`config.mk`:
```
export PLATFORM = sky130hd
export DESIGN_NAME = y86_regfile_writer
export DESIGN_NICKNAME = d
export VERILOG_FILES = /design/src/rtl/y86_pkg.sv /design/src/rtl/wb_req_fifo.sv /design/src/rtl/y86_regfile_writer.sv
export SDC_FILE = /design/constraint.sdc
export NUM_CORES = 1
export LEC_CHECK = 0
export CAP_MARGIN = 20
export CORE_ASPECT_RATIO = 1.4
export CORE_MARGIN = 2
export CORE_UTILIZATION = 64
export CTS_CLUSTER_DIAMETER = 120
export DETAILED_ROUTE_END_ITERATION = 10
export DONT_BUFFER_PORTS = 1
export GPL_ROUTABILITY_DRIVEN = 0
export PLACE_DENSITY = 0.9
export SLEW_MARGIN = 20
export SYNTH_ARGS = -nofsm -noshare
export SYNTH_HDL_FRONTEND = slang
export SYNTH_SLANG_ARGS = --single-unit
export TNS_END_PERCENT = 30
```
`constraint.sdc`:
```
create_clock -name clk -period 7.3 [get_ports clk]
set_input_delay 1.46 -clock clk [delete_from_list [all_inputs] [get_ports clk]]
set_output_delay 1.46 -clock clk [all_outputs]
set_load 0.02 [all_outputs]
```
`src/rtl/y86_pkg.sv`:
```
// Shared Y86 writeback types: register IDs, request layout and writer FSM states.
package y86_pkg;

  localparam int REG_ID_W = 4;
  localparam int WORD_W   = 32;

  localparam logic [REG_ID_W-1:0] EAX   = 4'h0;
  localparam logic [REG_ID_W-1:0] ECX   = 4'h1;
  localparam logic [REG_ID_W-1:0] EDX   = 4'h2;
  localparam logic [REG_ID_W-1:0] EBX   = 4'h3;
  localparam logic [REG_ID_W-1:0] ESP   = 4'h4;
  localparam logic [REG_ID_W-1:0] EBP   = 4'h5;
  localparam logic [REG_ID_W-1:0] ESI   = 4'h6;
  localparam logic [REG_ID_W-1:0] EDI   = 4'h7;
  localparam logic [REG_ID_W-1:0] RNONE = 4'hF;

  typedef struct packed {
    logic [REG_ID_W-1:0] dstE;
    logic [WORD_W-1:0]   valE;
    logic [REG_ID_W-1:0] dstM;
    logic [WORD_W-1:0]   valM;
  } wbReq_t;

  typedef enum logic [1:0] {
    IDLE  = 2'd0,
    PULSE = 2'd1,
    GAP   = 2'd2
  } wbState_t;

endpackage

```
`src/rtl/wb_req_fifo.sv`:
```
// Synchronous FIFO of writeback requests; every slot is visible for the forwarding search.
// Full/empty come from a count one bit wider than the pointers.
module wb_req_fifo
  import y86_pkg::*;
#(
  parameter int  DEPTH   = 4,
  parameter type ENTRY_T = wbReq_t,
  localparam int PTR_W   = $clog2(DEPTH),
  localparam int CNT_W   = PTR_W + 1
) (
  input  logic                   clk,
  input  logic                   rst_n,
  input  logic                   push,
  input  ENTRY_T                 pushData,
  input  logic                   pop,
  output ENTRY_T                 headData,
  output ENTRY_T [DEPTH-1:0]     entries,
  output logic [CNT_W-1:0]       count,
  output logic [PTR_W-1:0]       rdPtr,
  output logic                   full,
  output logic                   empty
);

  ENTRY_T [DEPTH-1:0] mem;
  logic [PTR_W-1:0]   wrPtr;
  logic               doPush;
  logic               doPop;

  assign full     = (count == CNT_W'(DEPTH));
  assign empty    = (count == '0);
  assign doPush   = push && !full;
  assign doPop    = pop && !empty;
  assign headData = mem[rdPtr];
  assign entries  = mem;

  always_ff @(posedge clk) begin
    if (doPush) mem[wrPtr] <= pushData;
  end

  always_ff @(posedge clk or negedge rst_n) begin
    if (!rst_n) begin
      wrPtr <= '0;
      rdPtr <= '0;
      count <= '0;
    end else begin
      if (doPush) wrPtr <= wrPtr + PTR_W'(1);
      if (doPop)  rdPtr <= rdPtr + PTR_W'(1);
      unique case ({doPush, doPop})
        2'b10:   count <= count + CNT_W'(1);
        2'b01:   count <= count - CNT_W'(1);
        default: count <= count;
      endcase
    end
  end

endmodule

```
`src/rtl/y86_regfile_writer.sv`:
```
// Buffers Y86 writeback requests and drains them as one-cycle, gap-separated strobes on two write ports.
// Optional decode-stage forwarding of pending values is built when Y86_WB_FORWARD_EN is defined.
module y86_regfile_writer
  import y86_pkg::*;
#(
  parameter int DATA_W = 32,
  parameter int DEPTH  = 4
) (
  input  logic              clk,
  input  logic              rst_n,
  input  logic              wb_valid,
  output logic              wb_ready,
  input  logic [3:0]        wb_dstE,
  input  logic [DATA_W-1:0] wb_valE,
  input  logic [3:0]        wb_dstM,
  input  logic [DATA_W-1:0] wb_valM,
  output logic              write1,
  output logic [3:0]        register1,
  output logic [DATA_W-1:0] value1,
  output logic              write2,
  output logic [3:0]        register2,
  output logic [DATA_W-1:0] value2,
  output logic              busy,
  input  logic [3:0]        fwd_id,
  output logic              fwd_hit,
  output logic [DATA_W-1:0] fwd_val
);

  localparam int PTR_W = $clog2(DEPTH);
  localparam int CNT_W = PTR_W + 1;

  typedef struct packed {
    logic [REG_ID_W-1:0] dstE;
    logic [DATA_W-1:0]   valE;
    logic [REG_ID_W-1:0] dstM;
    logic [DATA_W-1:0]   valM;
  } reqT;

  wbState_t          state, stateNext;
  reqT               inReq, headReq;
  reqT [DEPTH-1:0]   entries;
  logic [CNT_W-1:0]  count;
  logic [PTR_W-1:0]  rdPtr;
  logic              push, pop, full, empty, inPulse;
  logic [3:0]        heldReg1, heldReg2;
  logic [DATA_W-1:0] heldVal1, heldVal2;

  // Same destination on both halves: M wins, as popl %esp requires.
  always_comb begin
    inReq = '{dstE: wb_dstE, valE: wb_valE, dstM: wb_dstM, valM: wb_valM};
    if (wb_dstE == wb_dstM && wb_dstM != RNONE) inReq.dstE = RNONE;
  end

  assign wb_ready = !full;
  assign push     = wb_valid && wb_ready && !(wb_dstE == RNONE && wb_dstM == RNONE);
  assign inPulse  = (state == PULSE);
  assign pop      = inPulse;

  wb_req_fifo #(.DEPTH(DEPTH), .ENTRY_T(reqT)) u_fifo (
    .clk      (clk),
    .rst_n    (rst_n),
    .push     (push),
    .pushData (inReq),
    .pop      (pop),
    .headData (headReq),
    .entries  (entries),
    .count    (count),
    .rdPtr    (rdPtr),
    .full     (full),
    .empty    (empty)
  );

  always_ff @(posedge clk or negedge rst_n) begin
    if (!rst_n) state <= IDLE;
    else        state <= stateNext;
  end

  always_comb begin
    stateNext = state;
    unique case (state)
      IDLE:    if (!empty) stateNext = PULSE;
      PULSE:   stateNext = GAP;
      GAP:     stateNext = empty ? IDLE : PULSE;
      default: stateNext = IDLE;
    endcase
  end

  // Ports keep showing the last written entry outside PULSE.
  always_ff @(posedge clk or negedge rst_n) begin
    if (!rst_n) begin
      heldReg1 <= RNONE;
      heldReg2 <= RNONE;
      heldVal1 <= '0;
      heldVal2 <= '0;
    end else if (inPulse) begin
      heldReg1 <= headReq.dstE;
      heldReg2 <= headReq.dstM;
      heldVal1 <= headReq.valE;
      heldVal2 <= headReq.valM;
    end
  end

  assign write1    = inPulse && (headReq.dstE != RNONE);
  assign write2    = inPulse && (headReq.dstM != RNONE);
  assign register1 = inPulse ? headReq.dstE : heldReg1;
  assign value1    = inPulse ? headReq.valE : heldVal1;
  assign register2 = inPulse ? headReq.dstM : heldReg2;
  assign value2    = inPulse ? headReq.valM : heldVal2;
  assign busy      = !empty || (state != IDLE);

`ifdef Y86_WB_FORWARD_EN
  logic [PTR_W-1:0] idx;

  // Scan oldest to youngest so later matches overwrite earlier ones; M checked after E.
  always_comb begin
    fwd_hit = 1'b0;
    fwd_val = '0;
    idx     = '0;
    if (fwd_id != RNONE) begin
      for (int i = 0; i < DEPTH; i++) begin
        idx = rdPtr + PTR_W'(i);
        if (CNT_W'(i) < count) begin
          if (entries[idx].dstE == fwd_id) begin
            fwd_hit = 1'b1;
            fwd_val = entries[idx].valE;
          end
          if (entries[idx].dstM == fwd_id) begin
            fwd_hit = 1'b1;
            fwd_val = entries[idx].valM;
          end
        end
      end
    end
  end
`else
  logic unusedFwd;
  assign unusedFwd = ^{fwd_id, entries, count, rdPtr};
  assign fwd_hit   = 1'b0;
  assign fwd_val   = '0;
`endif

endmodule

```
# --- Word level (Yosys, flattened, before mapping) ---
# Cells that the tools add are included.
op_classes:
  n_addsub: 4
  order_cmp: 3
  n_eq_ne: 12
  n_mux: 14
  n_reduce_logical: 17
op_table:
  columns: ["op", "n"]
  rows:
  - ["288-bit bitwise mux", 1]
  - ["72-bit binary-select mux with 2-bit select", 1]
  - ["72-bit demux with 2-bit select", 1]
  - ["72-bit two-way mux", 2]
  - ["32-bit two-way mux", 2]
  - ["4-bit two-way mux", 3]
  - ["4-bit inequality test (second input constant)", 3]
  - ["1-bit logical AND", 9]
  - ["4-bit equality test (second input constant)", 2]
  - ["2-bit by 3-bit less-than comparator with 1-bit output (second input constant)", 2]
  - ["2-bit case mux with 3 select lines", 1]
  - ["3-bit case mux with 2 select lines", 1]
  - ["2-bit by 1-bit adder with 2-bit output (second input constant)", 2]
  - ["2-bit by 1-bit equality test with 1-bit output (second input constant)", 2]
  - ["2-bit equality test (second input constant)", 2]
  - ["4-bit equality test", 1]
  - ["2-bit nonzero test", 2]
  - ["3-bit by 1-bit adder with 3-bit output (second input constant)", 1]
  - ["3-bit equality test (second input constant)", 1]
  - ["1-bit logical NOT", 3]
  - ["3-bit logical NOT", 1]
  - ["3-bit by 1-bit subtractor with 3-bit output (second input constant)", 1]
  - ["2-bit by 1-bit >= comparator with 1-bit output (second input constant)", 1]
  - ["2-bit logical NOT", 1]
  - ["4 further kinds", 4]
word_totals:
  regBits: 369
  input_bits: 79
  out_inout_bits: 109
  elab_cells: 74

# --- Logic depth before layout (Yosys ltp) ---
# Gate-level depths: netlist of the first run.
depth:
  depth_word: 7
  mapped_depth: 9
  depth_no_buf: 9

# --- Cells and area by module ---
# From an unflattened synthesis of the first run, not the netlist that was laid out.
unflattened:
  cells_unflattened: 776
  area_unflattened_um2: 14000.9
modules_own_cells:
  columns: ["module", "n_inst", "cells_per_inst", "area_per_inst_um2", "seq_area_each_um2"]
  rows:
  - ["wb_req_fifo", 1, 414, 10816.6, 8823.5]
  - ["y86_regfile_writer", 1, 362, 3184.3, 1861.8]

# --- Worst setup path after synthesis of the first run ---
# Ideal clock, no wire load.
synth_timing:
  path_type: "in2reg"
  from: "input port wb_dstM[3]"
  to: "register u_fifo.mem, in the netlist u_fifo.entries[0] (enable)"
  setup_ps: 438
  arrival_ps: 3507
  setup_slack_ps: 3355
  path_stages: 3
  cell_sequence: "nand4_1 -> o211a_2 -> and2_1"
synth_between:
  elab_chain_cells: 5
synth_rtl:
  columns: ["item", "line", "rtl"]
  rows:
  - ["start: declaration", "y86_regfile_writer.sv:15", "input logic [3:0] wb_dstM,"]
  - ["4-bit equality test", "y86_regfile_writer.sv:55", "assign push = wb_valid && wb_ready && !(wb_dstE == RNONE && wb_dstM == RNONE);"]
  - ["1-bit logical AND", "y86_regfile_writer.sv:55", null]
  - ["1-bit logical NOT", "y86_regfile_writer.sv:55", null]
  - ["1-bit logical AND", "y86_regfile_writer.sv:55", null]
  - ["1-bit logical AND", "wb_req_fifo.sv:31", "assign doPush = push && !full;"]
  - ["end signal: indexed assignment", "wb_req_fifo.sv:37", "if (doPush) mem[wrPtr] <= pushData;"]
  - ["end: declaration", "wb_req_fifo.sv:24", "ENTRY_T [DEPTH-1:0] mem;"]
# No other way between the ends.
# A chain may end at the register's enable or synchronous reset.

# --- Worst setup path in the final report of the first run ---
layout_timing:
  from: "register u_fifo.rdPtr[0]"
  to: "output port value2[13]"
layout_between:
  elab_chain_cells: 3
layout_rtl:
  columns: ["item", "line", "rtl"]
  rows:
  - ["start: declaration", "wb_req_fifo.sv:19", "output logic [PTR_W-1:0] rdPtr,"]
  - ["start signal: assignment", "wb_req_fifo.sv:47", "if (doPop) rdPtr <= rdPtr + PTR_W'(1);"]
  - ["72-bit binary-select mux with 2-bit select", "wb_req_fifo.sv:33", "assign headData = mem[rdPtr];"]
  - ["72-bit two-way mux (not written as such)", "wb_req_fifo.sv:33", null]
  - ["32-bit two-way mux", null, null]
  - ["end: declaration", "y86_regfile_writer.sv:22", "output logic [DATA_W-1:0] value2,"]
# No other way between the ends. The select of a mux whose other input is x is not followed.

==> results of run 1 <==
[Yosys cell counts]
| cell type | count | share of area |
|---|---|---|
| sky130_fd_sc_hd__edfxtp_1 | 288 | 0.62 |
| sky130_fd_sc_hd__nand2_1 | 218 | 0.059 |
| sky130_fd_sc_hd__dfrtp_1 | 73 | 0.13 |
| sky130_fd_sc_hd__mux4_2 | 62 | 0.10 |
| sky130_fd_sc_hd__buf_4 | 33 | 0.018 |
| sky130_fd_sc_hd__buf_2 | 11 | 0.0039 |
| sky130_fd_sc_hd__mux4_1 | 10 | 0.019 |
| sky130_fd_sc_hd__buf_6 | 8 | 0.0064 |
| sky130_fd_sc_hd__dfstp_2 | 8 | 0.015 |
| sky130_fd_sc_hd__clkbuf_1 | 7 | 0.0019 |
| sky130_fd_sc_hd__inv_1 | 7 | 0.0019 |
| sky130_fd_sc_hd__xnor2_1 | 7 | 0.0044 |
| sky130_fd_sc_hd__buf_1 | 6 | 0.0016 |
| sky130_fd_sc_hd__ha_1 | 5 | 0.0045 |
| sky130_fd_sc_hd__and2_1 | 4 | 0.0018 |
| sky130_fd_sc_hd__o21bai_1 | 4 | 0.0021 |
| sky130_fd_sc_hd__nand4_1 | 3 | 0.0013 |
| sky130_fd_sc_hd__nor2_1 | 3 | 0.00081 |
| sky130_fd_sc_hd__xor2_1 | 3 | 0.0019 |
| sky130_fd_sc_hd__nand3_1 | 2 | 0.00072 |
| sky130_fd_sc_hd__or3_1 | 2 | 0.00089 |
| sky130_fd_sc_hd__a41oi_1 | 1 | 0.00063 |
| sky130_fd_sc_hd__a41oi_2 | 1 | 0.0012 |
| sky130_fd_sc_hd__conb_1 | 1 | 0.00027 |
| sky130_fd_sc_hd__fa_1 | 1 | 0.0014 |
| sky130_fd_sc_hd__mux2_4 | 1 | 0.0011 |
| sky130_fd_sc_hd__nand2b_1 | 1 | 0.00045 |
| sky130_fd_sc_hd__nor3_1 | 1 | 0.00036 |
| sky130_fd_sc_hd__o211a_2 | 1 | 0.00072 |
| sky130_fd_sc_hd__o21ai_0 | 1 | 0.00036 |
| sky130_fd_sc_hd__or3b_1 | 1 | 0.00063 |
[metrics by stage]
step / utilization / setup slack [ns]
after global routing: 0.702 / 2.54
after floorplan: - / 3.35
after detailed placement: 0.651 / 3.21
after CTS: 0.701 / 2.68
after global placement: 0.651 / 3.21
final: 0.702 / 2.80
[power by group]
part           leakage (nW)  switching [W]  total, W  internal [W]
Combinational          1.44        0.00140   0.00205      0.000651
Clock                 0.520       0.000718   0.00170      0.000982
Sequential             3.61       0.000302   0.00318       0.00288
Total                  5.58        0.00242   0.00693       0.00451
[layout by cell type (no fill, tap or decap), types with 2 or more instances in the layout]
master | netlist | final
sky130_fd_sc_hd__and2_4 | 0 | 4
sky130_fd_sc_hd__buf_4 | 33 | 6
sky130_fd_sc_hd__bufinv_16 | 0 | 2
sky130_fd_sc_hd__clkbuf_1 | 7 | 10
sky130_fd_sc_hd__clkbuf_16 | 0 | 35
sky130_fd_sc_hd__clkbuf_8 | 0 | 2
sky130_fd_sc_hd__clkinv_1 | 0 | 3
sky130_fd_sc_hd__clkinv_2 | 0 | 4
sky130_fd_sc_hd__clkinvlp_4 | 0 | 3
sky130_fd_sc_hd__conb_1 | 1 | 33
sky130_fd_sc_hd__dfrtp_1 | 73 | 71
sky130_fd_sc_hd__dfrtp_4 | 0 | 2
sky130_fd_sc_hd__dfstp_2 | 8 | 8
sky130_fd_sc_hd__edfxtp_1 | 288 | 288
sky130_fd_sc_hd__ha_1 | 5 | 5
sky130_fd_sc_hd__inv_1 | 7 | 6
sky130_fd_sc_hd__inv_6 | 0 | 2
sky130_fd_sc_hd__mux4_1 | 10 | 10
sky130_fd_sc_hd__mux4_2 | 62 | 62
sky130_fd_sc_hd__nand2_1 | 218 | 218
sky130_fd_sc_hd__nand3_1 | 2 | 2
sky130_fd_sc_hd__nand4_1 | 3 | 3
sky130_fd_sc_hd__nor2_1 | 3 | 3
sky130_fd_sc_hd__o21bai_1 | 4 | 4
sky130_fd_sc_hd__or3_1 | 2 | 2
sky130_fd_sc_hd__xnor2_1 | 7 | 7
sky130_fd_sc_hd__xor2_1 | 3 | 3
[layout make-up]
| class | instances | area [µm²] | share of cell area |
|---|---|---|---|
| sequential | 369 | 10700 | 0.705 |
| clock buffer | 47 | 941 | 0.0620 |
| timing repair buffer | 7 | 72.6 | 0.00478 |
| clock inverter | 15 | 140 | 0.00923 |
| tap | 264 | 330 | 0.0218 |
| multi-input combinational | 365 | 2970 | 0.196 |
| inverter | 7 | 26.3 | 0.00173 |
[how the worst min path moves through the flow]
stage	cells past startpoint	slack (ns)	to	from
4_1_cts	1	0.51	u_fifo.count[2]$_DFFE_PN0P_	u_fifo.count[2]$_DFFE_PN0P_
3_5_place_dp	1	0.50	u_fifo.count[2]$_DFFE_PN0P_	u_fifo.count[2]$_DFFE_PN0P_
2_1_floorplan	1	0.42	state[0]$_DFFE_PN0P_	state[0]$_DFFE_PN0P_
5_1_grt	1	0.53	u_fifo.count[2]$_DFFE_PN0P_	u_fifo.count[2]$_DFFE_PN0P_
6_report	1	0.51	u_fifo.count[2]$_DFFE_PN0P_	u_fifo.count[2]$_DFFE_PN0P_
3_3_place_gp	1	0.49	u_fifo.count[2]$_DFFE_PN0P_	u_fifo.count[2]$_DFFE_PN0P_
[state kept, by name, summed over array words and instances, names as in the netlist]
name and count:
u_fifo.rdPtr 2, state 2, u_fifo.wrPtr 2, heldReg1 4
heldVal2 32, heldReg2 4, u_fifo.count 3, u_fifo.entries 288
heldVal1 32
[kinds of logic after synthesis]
logic type               Yosys count  synth area share
XOR/XNOR                          10           0.00626
adder cells (fa/ha/maj)            6           0.00590
AND/OR/NAND/NOR                  235            0.0655
other                              1          0.000268
multiplexers                      73             0.120
AO/OA/AOI/OAI                      8           0.00501
flip-flops                       369             0.764
buffers and inverters             72            0.0335
[worst reg2reg max path, delay by kind of cell (launching register included)]
| kind | cells | cell delay [ns] |
|---|---|---|
| flops | 1 | 1.03 |
| buf+inv | 1 | 0.64 |
| mux | 1 | 0.58 |
| simple gates | 2 | 0.30 |
[metal layers]
layer  vias to the layer above  share of wire  wire, µm
met5                         -              0         0
met4                         0          0.032       810
met3                        52          0.063      1580
met2                       238           0.55     13900
met1                      3357           0.35      8910
li1                       2837              -         -
==> results.json, run 1 <==
{
  "min_path_type": "reg -> reg",
  "hpwlAfterDp_mm": 14.4,
  "reg2reg_to": "heldVal1[27]$_DFF_PN0_",
  "htree_levels": 2,
  "grt_pass1_vias": 7053,
  "postSynthCellCount": 774,
  "num-fill-cells": 1291,
  "top_usage_layer": "met2",
  "num-nets-final": 870,
  "grt_antenna_before_repair": 0,
  "r2r-start": "u_fifo.rdPtr[0]$_DFFE_PN0P_",
  "critPathMostFrequentCell": "sky130_fd_sc_hd__nand2_1",
  "timing.max_slew.rel_slack": 0.276,
  "num_vias": 6484,
  "placeableCoreArea_um2": 21600,
  "std_cell_rows": 64,
  "postSynthRegisterBits": 369,
  "startpoint": "u_fifo.rdPtr[0]$_DFFE_PN0P_",
  "grt_use_met3": 0.0513,
  "skew_ns": 0.0158,
  "die_x_um": 129,
  "syn_area_per_cell_um2": 18.1,
  "worst-r2r-cell-count": 4,
  "cts_buffer_depth": 3,
  "use_met2": 0.407,
  "ir_worst_vdd_mv": 0.320,
  "antennaDiodeCount": 0,
  "status": "complete, no violations",
  "tritoncts.num_buffers": 35,
  "setup.reg_to_reg.worst_slack_ns": 4.55,
  "post_cts_resize_count": 0,
  "largest_net_degree_at_the_start_of_global_routing": 82,
  "maximum_frequency_from_static_timing_analysis_ghz": 0.222,
  "drc_errors_left": 0,
  "detail_route.wirelength_mm": 25.2,
  "setup_viol": 0,
  "drive_gt1_frac": 0.169,
  "kind_of_start_point_of_the_critical_path": "flop",
  "io_buffers": 0,
  "crit_fanout": 46,
  "crit_path_cells": "buf_4, mux4_2, nand2_1, nand2_1",
  "cts-hold-fix-buffers": 0,
  "floorplan.io_pins": 188,
  "crit_slowest_cell": "sky130_fd_sc_hd__dfrtp_4",
  "worstPathArrival_ns": 3.04,
  "grt_first_pass_wirelength_mm": 38.5,
  "setup.worst_path.end": "value2[13]",
  "power_density_nw_per_um2": 457,
  "worst_hold_slack_ns": 0.512,
  "fp.dieH_um": 179,
  "post_cts_buffers": 0,
  "grt_remaining_overflow": 0,
  "first_pass_iters": 5,
  "crit_path_cell_count": 4,
  "drv.max_cap_violation_count": 0,
  "mappedNetlistArea_um2": 14000,
  "drt-initial-drc-count": 533,
  "ctsRootBufferMaster": "sky130_fd_sc_hd__clkbuf_16",
  "finalCritPeriodShare": 0.616,
  "area_delta_synth_final_pct": 8.49,
  "rsz_0062_raised_after_global_routing": "no",
  "floorplan.initialDensity": 0.647,
  "clkLatencyLatePin_ns": 0.50,
  "drtAntennaViolNets": 0,
  "power_w": 0.00693,
  "grt_util_all_layers": 0.225,
  "critical_path.n_buffers_inverters": 1,
  "layoutNonFillerInstCount": 1074,
  "cts_sinks": 369,
  "mean_routed_wirelength_per_cell_um": 23.5,
  "yosysUniqueCellTypes": 31,
  "finalHoldViolations": 0,
  "cp-end-kind": "primary output",
  "final_critical_path_required_period_ns": 4.50,
  "tritoncts": "yes",
  "post_drt_via_cell_ratio": 6.04,
  "slowest_delay_ns": 1.03,
  "cpLargestDelayFamily": "flip-flops",
  "slew_violations": 0,
  "final_design_area_no_fill_um2": 15200,
  "timing.setup.tns_ns": 0,
  "max_slew.worst_pin.slew_ns": 1.09,
  "die_area_um2": 23100,
  "global_route_met1_utilization": 0.260,
  "dpl.cell_count": 1011,
  "dpl-instance-area_um2": 14100,
  "clk_pin_slew_ns": 0.06,
  "power.static_leakage_nw": 5.58,
  "critical_path_required_ns": 5.84,
  "yosys_warnings": 0,
  "fraction_of_the_yosys_area_taken_by_sequential_cells": 0.764,
  "timing.setup.critical_path_class": "reg -> out"
}
No activity file was read; power rests on OpenSTA's default activity.
==> inputs of run 2 (changes only) <==
--- a/config.mk
+++ b/config.mk
@@ -8,12 +8,12 @@
 export CAP_MARGIN = 20
 export CORE_ASPECT_RATIO = 1.4
 export CORE_MARGIN = 2
-export CORE_UTILIZATION = 64
+export CORE_UTILIZATION = 57
 export CTS_CLUSTER_DIAMETER = 120
 export DETAILED_ROUTE_END_ITERATION = 10
 export DONT_BUFFER_PORTS = 1
 export GPL_ROUTABILITY_DRIVEN = 0
-export PLACE_DENSITY = 0.9
+export PLACE_DENSITY = 0.85
 export SLEW_MARGIN = 20
 export SYNTH_ARGS = -nofsm -noshare
 export SYNTH_HDL_FRONTEND = slang
==> constraint.sdc (replaced) <==
create_clock -name clk -period 3.9 [get_ports clk]
set_input_delay 0.78 -clock clk [delete_from_list [all_inputs] [get_ports clk]]
set_output_delay 0.78 -clock clk [all_outputs]
set_load 0.02 [all_outputs]
==> run 2 against run 1 <==
Against the previous run:
- count of clock-buffer cells in the layout is 3 lower
- hold slack worse by 0.39 ns
- cell count is 4.7% higher
- sequential share of layout area is 1.5 points lower
- power is 94% higher
- core utilization is 5.8 points lower
- largest power group unchanged
==> results.json, run 2 (synthesized netlist as in run 1, its figures left out) <==
{
  "status": "complete, no violations",
  "mean_routed_wirelength_per_cell_um": 23.5,
  "crit_fanout": 28,
  "die_x_um": 136,
  "critPathMostFrequentCell": "sky130_fd_sc_hd__nand2_1",
  "timing.setup.critical_path_class": "reg -> out",
  "post_drt_via_cell_ratio": 5.83,
  "timing.max_slew.rel_slack": 0.501,
  "worst-r2r-cell-count": 4,
  "grt_antenna_before_repair": 0,
  "antennaDiodeCount": 0,
  "mostFrequentLayoutCells": "sky130_fd_sc_hd__edfxtp_1, sky130_fd_sc_hd__nand2_1, sky130_fd_sc_hd__dfrtp_1",
  "post_cts_buffers": 0,
  "kind_of_start_point_of_the_critical_path": "flop",
  "crit_path_cells": "buf_4, mux4_2, nand2_1, nand2_1",
  "power.static_leakage_nw": 5.71,
  "drc_errors_left": 0,
  "io_buffers": 0,
  "global_route_met1_utilization": 0.242,
  "final_common_cell": "sky130_fd_sc_hd__edfxtp_1",
  "drive_gt1_frac": 0.182,
  "reg2reg_to": "u_fifo.entries[188]$_DFFE_PP_",
  "switching_share": 0.340,
  "power_report.internal_total_w": 0.00886,
  "first_pass_iters": 5,
  "detail_route.wirelength_mm": 26.4,
  "final_critical_path_required_period_ns": 3.39,
  "clock_power_share": 0.263,
  "register_area_um2": 10700,
  "top_usage_layer": "met2",
  "critical_path_required_ns": 3.12,
  "placeableCoreArea_um2": 24100,
  "maximum_frequency_from_static_timing_analysis_ghz": 0.295,
  "finalCritPeriodShare": 0.870,
  "finalHoldViolations": 0,
  "grt_remaining_overflow": 0,
  "slew_violations": 0,
  "use_met2": 0.386,
  "drtAntennaViolNets": 0,
  "r2r-start": "u_fifo.count[2]$_DFFE_PN0P_",
  "net_load_switching_power_w": 0.00457,
  "ctsRootBufferMaster": "sky130_fd_sc_hd__clkbuf_16",
  "tritoncts.num_buffers": 35,
  "floorplan.initialDensity": 0.581,
  "cts_sinks": 369,
  "floorplan.io_pins": 188,
  "drt-initial-drc-count": 394,
  "post_cts_resize_count": 0,
  "power_frac_seq": 0.432,
  "clkLatencyLatePin_ns": 0.50,
  "max_slew.worst_pin.slew_ns": 0.749,
  "multi_input_comb_area_um2": 2970,
  "drv.max_cap_violation_count": 0,
  "slowest_delay_ns": 0.78,
  "grt_util_all_layers": 0.211,
  "largest_reg_flops": 288,
  "power_density_nw_per_um2": 867,
  "num-nets-final": 875,
  "ir_worst_vdd_mv": 0.553,
  "rsz_0062_raised_after_global_routing": "no",
  "tritoncts": "yes",
  "skew_ns": 0.0148,
  "cts-hold-fix-buffers": 1,
  "min_path_type": "in -> async",
  "area_delta_synth_final_pct": 10.8,
  "final_design_area_no_fill_um2": 15500,
  "grt_pass1_vias": 6982,
  "largest_net_degree_at_the_start_of_global_routing": 74,
  "timing.setup.tns_ns": 0,
  "fp.dieH_um": 189,
  "dpl-instance-area_um2": 14200,
  "die_area_um2": 25800,
  "share_of_total_power_in_combinational_logic": 0.304,
  "htree_levels": 2,
  "cts_buffer_depth": 3,
  "setup.reg_to_reg.worst_slack_ns": 1.43,
  "setup_viol": 0,
  "num_vias": 6563,
  "grt_first_pass_wirelength_mm": 40.1,
  "std_cell_rows": 67,
  "crit_slowest_cell": "sky130_fd_sc_hd__dfrtp_4",
  "num-fill-cells": 1546,
  "clk_pin_slew_ns": 0.06,
  "grt_use_met3": 0.0525,
  "worstPathArrival_ns": 2.61,
  "cp-end-kind": "primary output",
  "hpwlAfterDp_mm": 14.9
}
run 2: changes by cell type in the layout (fill, tap and decap cells not counted), moves of 3 or more:
cell	delta
sky130_fd_sc_hd__buf_12	+6
sky130_fd_sc_hd__clkinv_2	+3
sky130_fd_sc_hd__bufinv_16	+4
sky130_fd_sc_hd__clkbuf_1	-7
run 2: worst max-delay path by stage:
| stage | from | end | slack, ns | cells past startpoint |
|---|---|---|---|---|
| 2_1_floorplan | wb_dstM[3] | u_fifo.entries[0]$_DFFE_PP_ | 0.63 | 3 |
| 3_3_place_gp | u_fifo.rdPtr[0]$_DFFE_PN0P_ | value2[8] | 0.98 | 4 |
| 3_5_place_dp | u_fifo.rdPtr[0]$_DFFE_PN0P_ | value2[8] | 0.97 | 4 |
| 4_1_cts | u_fifo.rdPtr[0]$_DFFE_PN0P_ | value2[8] | 0.42 | 4 |
| 5_1_grt | u_fifo.rdPtr[0]$_DFFE_PN0P_ | value2[8] | 0.29 | 4 |
| 6_report | u_fifo.rdPtr[0]$_DFFE_PN0P_ | value2[8] | 0.51 | 4 |
run 2: through the flow:
step,setup slack [ns],utilization,power [W],instances,hold slack [ns]
after floorplan,0.635,-,0.00907,806,0.420
after global placement,0.981,0.592,0.00984,1062,0.487
after detailed placement,0.973,0.592,0.0100,1062,0.486
after CTS,0.420,0.644,0.0136,1125,0.0970
after global routing,0.285,0.644,0.0141,1125,0.0905
final,0.508,0.644,0.0134,1125,0.119
run 2: critical path, delay by kind of cell, from the launching register on:
kind | cells | cell delay, ns
DFF | 1 | 0.78
muxes | 1 | 0.55
buffers and inverters | 1 | 0.49
and+or+nand+nor | 2 | 0.27
run 2: power by group through the flow:
stage               Sequential [W]  Combinational, W  Clock, W
CTS                        0.00583           0.00417   0.00360
finish                     0.00581           0.00409   0.00354
global route               0.00591           0.00440   0.00376
detailed placement         0.00589           0.00411         0
floorplan                  0.00566           0.00340         0
global placement           0.00581           0.00403         0
run 2: area by class of cell:
class,instances,share of cell area
Multi-Input combinational cell,365,0.192
Sequential cell,369,0.690
Clock inverter,18,0.0153
Inverter,7,0.00170
Tap cell,310,0.0250
Timing Repair Buffer,12,0.0120
Clock buffer,44,0.0640
run 2: layer usage:
layer / vias to the layer above / wire length (µm)
met5: - / 0
met4: 0 / 561
met3: 40 / 2040
met2: 271 / 14700
met1: 3407 / 9140
li1: 2845 / -
